### src/rtl/fft_pkg.sv
// Shared FFT pipeline definitions: index bit reversal, ceil-log2 helper and
// the reorder-stage FSM state type.
package fft_pkg;

  // Widest index supported by bitrev (N up to 4096).
  localparam int MAX_LOG_N = 12;

  typedef enum logic {
    IDLE = 1'b0,
    READ = 1'b1
  } reorder_state_e;

  function automatic int clog2(input int value);
    int result;
    int rem;
    result = 0;
    rem = value - 1;
    while (rem > 0) begin
      result = result + 1;
      rem = rem >> 1;
    end
    return result;
  endfunction

  // Reverses the low log_n bits of value; the upper bits of the result are zero.
  function automatic logic [MAX_LOG_N-1:0] bitrev(input logic [MAX_LOG_N-1:0] value,
                                                  input int log_n);
    logic [MAX_LOG_N-1:0] rev;
    logic [MAX_LOG_N-1:0] rest;
    rev  = '0;
    rest = value;
    for (int b = 0; b < MAX_LOG_N; b++) begin
      if (b < log_n) begin
        rev  = {rev[MAX_LOG_N-2:0], rest[0]};
        rest = rest >> 1;
      end
    end
    return rev;
  endfunction

endpackage

### src/rtl/reorder_ram.sv
// Simple dual-port RAM with a registered read port and no reset, kept as its
// own module so synthesis can map it onto block RAM.
module reorder_ram #(
  parameter int AW = 7,
  parameter int DW = 32
) (
  input  logic          clock,
  input  logic          we_i,
  input  logic [AW-1:0] waddr_i,
  input  logic [DW-1:0] wdata_i,
  input  logic          re_i,
  input  logic [AW-1:0] raddr_i,
  output logic [DW-1:0] rdata_o
);

  logic [DW-1:0] mem_q [0:(1<<AW)-1];
  logic [DW-1:0] rdata_q;

  always_ff @(posedge clock) begin
    if (we_i) begin
      mem_q[waddr_i] <= wdata_i;
    end
    if (re_i) begin
      rdata_q <= mem_q[raddr_i];
    end
  end

  assign rdata_o = rdata_q;

endmodule

### src/rtl/bit_reverse_buffer.sv
// Ping-pong reorder buffer turning bit-reversed FFT frames into natural order.
// Define BITREV_BUF_SIMX_EN to drive odata_r/odata_i to X while odata_en is low.
//
//   state | meaning
//   IDLE  | no full bank; first read issued the cycle a bank becomes full
//   READ  | streaming bank rbank in natural order, one word per cycle
module bit_reverse_buffer
  import fft_pkg::*;
#(
  parameter int WIDTH = 16,
  parameter int N     = 64
) (
  input  logic             clock,
  input  logic             reset,
  input  logic             idata_en,
  input  logic [WIDTH-1:0] idata_r,
  input  logic [WIDTH-1:0] idata_i,
  output logic             odata_en,
  output logic [WIDTH-1:0] odata_r,
  output logic [WIDTH-1:0] odata_i
);

  localparam int LOG_N = clog2(N);
  localparam int AW    = LOG_N + 1;
  localparam int DW    = 2 * WIDTH;
  localparam logic [LOG_N-1:0] LAST = LOG_N'(N - 1);

  // Writer
  logic [LOG_N-1:0] wcnt_q, wcnt_d;
  logic             wbank_q, wbank_d;
  logic             wwrap;
  logic [AW-1:0]    waddr;

  // Reader
  reorder_state_e   state_q, state_d;
  logic [LOG_N-1:0] rcnt_q, rcnt_d;
  logic             rbank_q, rbank_d;
  logic             rd_en;
  logic             rd_done;
  logic [AW-1:0]    raddr;

  logic [1:0]       full_q, full_d;

  // Output pipeline
  logic             rd_vld_q;
  logic             oen_q;
  logic [DW-1:0]    rdata;
  logic [DW-1:0]    odata_q;

  assign wwrap = idata_en && (wcnt_q == LAST);
  assign waddr = {wbank_q, LOG_N'(bitrev(MAX_LOG_N'(wcnt_q), LOG_N))};

  always_comb begin
    wcnt_d  = wcnt_q;
    wbank_d = wbank_q;
    if (idata_en) begin
      wcnt_d = wcnt_q + LOG_N'(1);
      if (wwrap) begin
        wbank_d = ~wbank_q;
      end
    end
  end

  // The IDLE->READ transition issues the read of word 0 itself, so the first
  // output lands two edges after the bank fills.
  always_comb begin
    state_d = state_q;
    rcnt_d  = rcnt_q;
    rbank_d = rbank_q;
    rd_en   = 1'b0;
    rd_done = 1'b0;
    raddr   = {rbank_q, rcnt_q};
    case (state_q)
      IDLE: begin
        if (full_q[rbank_q]) begin
          rd_en   = 1'b1;
          raddr   = {rbank_q, {LOG_N{1'b0}}};
          rcnt_d  = LOG_N'(1);
          state_d = READ;
        end
      end
      READ: begin
        rd_en  = 1'b1;
        rcnt_d = rcnt_q + LOG_N'(1);
        if (rcnt_q == LAST) begin
          rd_done = 1'b1;
          rbank_d = ~rbank_q;
          if (!(full_q[~rbank_q] || (wwrap && (wbank_q == ~rbank_q)))) begin
            state_d = IDLE;
          end
        end
      end
      default: state_d = IDLE;
    endcase
  end

  always_comb begin
    full_d = full_q;
    if (rd_done) begin
      full_d[rbank_q] = 1'b0;
    end
    if (wwrap) begin
      full_d[wbank_q] = 1'b1;
    end
  end

  always_ff @(posedge clock) begin
    if (reset) begin
      wcnt_q   <= '0;
      wbank_q  <= 1'b0;
      state_q  <= IDLE;
      rcnt_q   <= '0;
      rbank_q  <= 1'b0;
      full_q   <= 2'b00;
      rd_vld_q <= 1'b0;
      oen_q    <= 1'b0;
      odata_q  <= '0;
    end else begin
      wcnt_q   <= wcnt_d;
      wbank_q  <= wbank_d;
      state_q  <= state_d;
      rcnt_q   <= rcnt_d;
      rbank_q  <= rbank_d;
      full_q   <= full_d;
      rd_vld_q <= rd_en;
      oen_q    <= rd_vld_q;
      if (rd_vld_q) begin
        odata_q <= rdata;
      end
    end
  end

  reorder_ram #(
    .AW (AW),
    .DW (DW)
  ) u_ram (
    .clock   (clock),
    .we_i    (idata_en),
    .waddr_i (waddr),
    .wdata_i ({idata_r, idata_i}),
    .re_i    (rd_en),
    .raddr_i (raddr),
    .rdata_o (rdata)
  );

  assign odata_en = oen_q;

`ifdef BITREV_BUF_SIMX_EN
  assign odata_r = oen_q ? odata_q[DW-1:WIDTH] : {WIDTH{1'bx}};
  assign odata_i = oen_q ? odata_q[WIDTH-1:0]  : {WIDTH{1'bx}};
`else
  assign odata_r = odata_q[DW-1:WIDTH];
  assign odata_i = odata_q[WIDTH-1:0];
`endif

endmodule

### config.mk
export PLATFORM = sky130hd
export DESIGN_NAME = bit_reverse_buffer
export DESIGN_NICKNAME = d
export VERILOG_FILES = /design/src/rtl/fft_pkg.sv /design/src/rtl/reorder_ram.sv /design/src/rtl/bit_reverse_buffer.sv
export SDC_FILE = /design/constraint.sdc
export NUM_CORES = 2
export LEC_CHECK = 0
export ABC_AREA = 0
export BUFFER_PORTS_ARGS = -buffer_cell sky130_fd_sc_hd__buf_2
export CORE_MARGIN = 5
export CORE_UTILIZATION = 32
export CTS_BUF_LIST = sky130_fd_sc_hd__clkbuf_8
export DETAILED_ROUTE_END_ITERATION = 6
export GPL_TIMING_DRIVEN = 0
export SLEW_MARGIN = 20
export SYNTH_ARGS = -nofsm -noshare
export SYNTH_HDL_FRONTEND = slang
export SYNTH_HIERARCHICAL = 1
export SYNTH_SLANG_ARGS = --single-unit
### constraint.sdc
create_clock -name clock -period 7.4 [get_ports clock]
set_clock_uncertainty 0.2 [all_clocks]
set_input_delay 0 -clock clock [delete_from_list [all_inputs] [get_ports clock]]
set_output_delay 0 -clock clock [all_outputs]
set_load 0.02 [all_outputs]
Word level (Yosys, flattened, before mapping)
Memory sizes are Yosys's and may differ from the RTL's. A register that Yosys moved wholly into a read port is not among the register bits. Cells that the tools add are included.

Input port bits: 35. Output and inout port bits: 33. Memories: 1. Bits in writable memories: 4096. Register bits: 51.

Memories: u_ram.mem_q (words 128, width 32, read ports 1, clocked after Yosys merged registers in 1, write ports 1, RTL line reorder_ram.sv:16) `logic [DW-1:0] mem_q [0:(1<<AW)-1];`.

Bitwise gates (word level): 6. Add/subtract/negate cells: 2. Mux-type cells: 23. Order comparisons: 5. Reductions and logical operators: 7. Equality and inequality tests: 4.

Operators by type and width (count): 6-bit 2-to-1 mux (3); 1-bit 2-to-1 mux (13); 6-bit by 1-bit adder with 6-bit output, second input constant (2); 6-bit equality test, second input constant (2); 6-bit case mux with 2 select lines (1); 1-bit by 2-bit < comparator with 1-bit output, second input constant (3); 1-bit logical AND (4); 2-bit 2-to-1 mux (2); 1-bit case mux with 2 select lines (2); 2-bit AND reduction (2); 1-bit NOT (3); 2-bit bitwise AND (1); 1-bit demux with 1-bit select (2); 1-bit greater-or-equal comparator, second input constant (2); 2-bit inequality test, second input constant (1); 2-bit NOT (1); 2-bit OR (1); 1-bit equality test (1); 1-bit logical OR (1).

Depth between registers and ports, before layout
Word-level depth: 9. Gate-level depth with buffers: 12. Depth with buffers taken out: 7.

Cells and area by module
The synthesis kept the hierarchy.

Modules (own cells, without submodules): reorder_ram (area an instance 156596.4 sq um, instances 1, cells an instance 5990, seq. area each 123958.9 sq um); bit_reverse_buffer (area an instance 1980.6 sq um, instances 1, cells an instance 199, seq. area each 1021.0 sq um).

Least setup slack after synthesis
OpenSTA, ideal clock, no wires.

Path type: flip-flop to flip-flop. Start: register rbank_q. End: register u_ram.rdata_q[0], in the netlist u_ram/rdata_o[0] (read register of u_ram.mem_q), data pin. Setup time: 0.260 ns. Data arrival time: 3.688 ns. Data required time: 6.940 ns. Stages on the path, launching flop included: 12. Path slack: 3.252 ns. Cells stage by stage: dfxtp_1 -> buf_6 -> mux2i_1 -> nor2_1 -> nor2b_1 -> buf_2 -> buf_2 -> buf_1 -> mux4_2 -> mux4_2 -> mux4_2 -> mux2_2.

Cells in the longest elaborated chain, start to end: 4.

Ends and longest elaborated chain: start, declared (RTL line bit_reverse_buffer.sv:37) `logic rbank_q, rbank_d;`; start signal, assigned (RTL line bit_reverse_buffer.sv:123) `rbank_q <= rbank_d;`; 1-bit 2-to-1 mux (not written as such) (2 in series) (RTL line bit_reverse_buffer.sv:75) `if (full_q[rbank_q]) begin`; 6-bit 2-to-1 mux (RTL line bit_reverse_buffer.sv:75); 6-bit 2-to-1 mux (RTL line bit_reverse_buffer.sv:73) `case (state_q)`; net raddr[0] (RTL line bit_reverse_buffer.sv:40) `logic [AW-1:0] raddr;`; end, declared (RTL line reorder_ram.sv:17) `logic [DW-1:0] rdata_q;`.

The timed path passes the listed nets, and every way through them passes these cells. The select of a mux whose other input is x is not followed. A chain may end at the register's enable or synchronous reset.

Final worst setup path
Start: register rbank_q. End: register u_ram.rdata_q[15], in the netlist u_ram/rdata_o[15] (read register of u_ram.mem_q), data pin.

Same word-level chain as after synthesis.

==> metrics.cfg <==
[pwr]
finalPower_mw = 44.34
vdd_drop_max_uv = 155.1
power_per_cell_area_nw_per_um2 = 237.8
p_leak_nw = 55.53

[clock_network]
cts_hold_buf = 101
cts_setup_buffers = 0
ctsResizeCount = 0
cts_max_level = 6
cts_sinks = 4179
ctsRootBufferMaster = clkbuf_8
clock_latency_ps = 1070
cts_inserted_buffers = 647
clock_path_buffers = 4
clk_pin_slew_worst_paths_ps = 60
cts_tree = done

[hold_path]
min_path_cells = 2
hold_class = flip-flop to flip-flop
hp-start = u_ram/rdata_o[16]
holdPathEnd = odata_q[16]

[floorplanning]
start_util = 0.3211
dieArea_um2 = 509700
core_um2 = 493900
die_w_um = 714.0
ios = 68
die_h_um = 714.0
rows = 258

[run]
drv_cap = 0

[placed_design]
port_buffers = 66
placed_area_um2 = 173300
gp_congestion = 0.8897
dp_hpwl_mm = 295.5
placed_cells = 12990

[detailed_routing]
ant_nets = 0
post_drt_wl_per_cell_um = 29.79
vias = 74370
wl_mm = 424.8
route.detailed.drc = 1
drtIter0Drc = 9352
drt-vias-per-instance = 5.215
drt-pass1-iter-count = 7

[setup_path]
crit_chain = buf_6 -> mux2i_1 -> nor2_1 -> nor2b_1 -> clkbuf_1 -> buf_2 -> clkbuf_2 -> buf_16 -> buf_1 -> mux4_2 -> mux4_2 -> mux4_2 -> mux2_2
reg2reg_from = rbank_q
critPathMaxStageDelay_ps = 800
path_max_fanout = 10
reg2reg_slack_ps = 1240
crit_family = multiplexers
cp-end-kind = flip-flop
r2r-end = u_ram/rdata_o[15]
crit_top_cell = mux4_2
path_class = flip-flop to flip-flop
rr_worst_depth = 13
crit_required_ps = 7990
critical_path.slowest_cell = buf_1
crit_arrival_ps = 6750
critPathBufInv = 6
startpoint_type = flip-flop

[finish]
drive_gt1_frac = 0.3589
mostFrequentLayoutCells = edfxtp_1, mux4_2, clkbuf_8, inv_1, clkbuf_1
num-nets-final = 7274
fin_area_um2 = 186400
final_common_cell = edfxtp_1
stdcell_count = 14260
synthToLayoutAreaGrowth_pct = 17.58

[grt]
grt_pass1_wl_mm = 591.2
overflow = 0
grt.busiest_layer = met2
grt_pass1_vias = 76310
grtUsageMet2 = 0.2601
globalRouteTotalUtil = 0.1630
gr-usage-met1 = 0.2132
antenna_found_initial = 64
use_met3 = 0.05005
grt_max_degree = 95

[logic_synthesis]
synth_area_um2 = 158600
avgSynthCellArea_um2 = 25.62
synth_flop_cell = edfxtp_1
ys_ff_latch = 4179
postSynth.asyncResetShare = 0
syn_inst = 6189
syn_nets = 6226
synth_edf_count = 4128
ys_seq_area_frac = 0.7881
ys_types = 36
yosysWarnings = 6

[sta]
hold_viol = 0
slew_violations = 0
min_period_ps = 6165
setup_viol = 0
maxSlewHeadroom = 0.1613
rsz0062_at_grt = no
fmax_mhz = 162.2
whs_ps = 289.6
fin_crit_sh = 0.8331
tightest_slew_ps = 1255
setup_tns_ps = 0

[outcome]
violations = DRC
outcome = finished, violations left

==> per-stage QoR <==
step                        util  worst slack (ps)
after floorplan                -              3252
after global placement    0.3382            -135.5
after detailed placement  0.3509              1343
after CTS                 0.3773              1312
after global routing      0.3774              1070
final                     0.3775              1235
==> registers in the layout, summed over array words and instances, names as in the netlist <==
| register | cells |
|---|---|
| full_q | 2 |
| odata_en | 1 |
| odata_q | 32 |
| rbank_q | 1 |
| rcnt_q | 6 |
| rd_vld_q | 1 |
| state_q | 1 |
| u_ram/mem_q | 4096 |
| u_ram/rdata_o | 32 |
| wbank_q | 1 |
| wcnt_q | 6 |
==> synth_stat cells, types with 3 or more instances <==
| cell type | count | area share |
|---|---|---|
| a21oi_1 | 10 | 0.00032 |
| buf_1 | 50 | 0.0012 |
| buf_2 | 82 | 0.0026 |
| buf_4 | 3 | 0.00014 |
| buf_6 | 3 | 0.00021 |
| clkbuf_1 | 190 | 0.0045 |
| dfxtp_1 | 51 | 0.0064 |
| edfxtp_1 | 4128 | 0.78 |
| mux2_2 | 32 | 0.0023 |
| mux2i_1 | 35 | 0.0022 |
| mux4_2 | 1344 | 0.19 |
| nand2_1 | 21 | 0.00050 |
| nand3_1 | 12 | 0.00038 |
| nand4_1 | 7 | 0.00028 |
| nor2_1 | 162 | 0.0038 |
| nor2b_1 | 13 | 0.00051 |
| nor3_1 | 9 | 0.00028 |
| o211ai_1 | 3 | 0.00014 |
| o21ai_0 | 3 | 0.000095 |
| or2_2 | 3 | 0.00012 |
| or3_1 | 5 | 0.00020 |
| xnor2_1 | 3 | 0.00017 |
==> metal layers <==
layer	wire length, um	up-vias	part of all wire
li1	-	29390	-
met1	160800	40480	0.38
met2	202300	3787	0.48
met3	47450	700	0.11
met4	13360	16	0.031
met5	806	-	0.0019
==> power by group <==
part,switching [mW],internal (mW)
sequential,0.0114,26.0
clock,8.71,8.74
combinational,0.624,0.229
==> cell type report <==
class                   count  area (um2)
clock buffers             678        9331
well taps                6500        8133
multi-input cells        1680       33160
plain buffers             328        1434
fillers                 43510      307500
clock inverters           458        2150
flip-flops and latches   4179      125000
inverters                   2       7.507
repair buffers            399        7162
diodes                     36       90.09
==> worst reg2reg max path, cell delays in order, from the launching register on <==
cell	delay, ps
dfxtp_1	340
buf_6	130
mux2i_1	570
nor2_1	230
nor2b_1	170
clkbuf_1	250
buf_2	460
clkbuf_2	370
buf_16	220
buf_1	840
mux4_2	440
mux4_2	620
mux4_2	670
mux2_2	360
==> kinds of logic (layout without fill, tap and decap cells) <==
kind of cell	Yosys count	in the layout	share of synthesized area
AOI/OAI and AO/OA	21	21	0.0008442
adders and majority gates	2	2	0.0001578
xor gates and xnor gates	5	5	0.0002762
other	0	36	0
and+or+nand+nor	241	241	0.006557
buffers and inverters	330	1865	0.008671
muxes	1411	1411	0.1954
DFF	4179	4179	0.7881
==> how the worst max path moves through the flow <==
stage	startpoint	to	slack [ps]	cells after the start
after CTS	rbank_q	u_ram/rdata_o[18]	1310	13
after detailed placement	rbank_q	u_ram/rdata_o[18]	1340	13
after global routing	rbank_q	u_ram/rdata_o[18]	1070	13
after floorplan	rbank_q	u_ram/rdata_o[0]	3250	11
after global placement	wcnt_q[1]	u_ram/mem_q[82][17]	-140	3
final	rbank_q	u_ram/rdata_o[15]	1240	13
(Power assumes the default switching activity.)
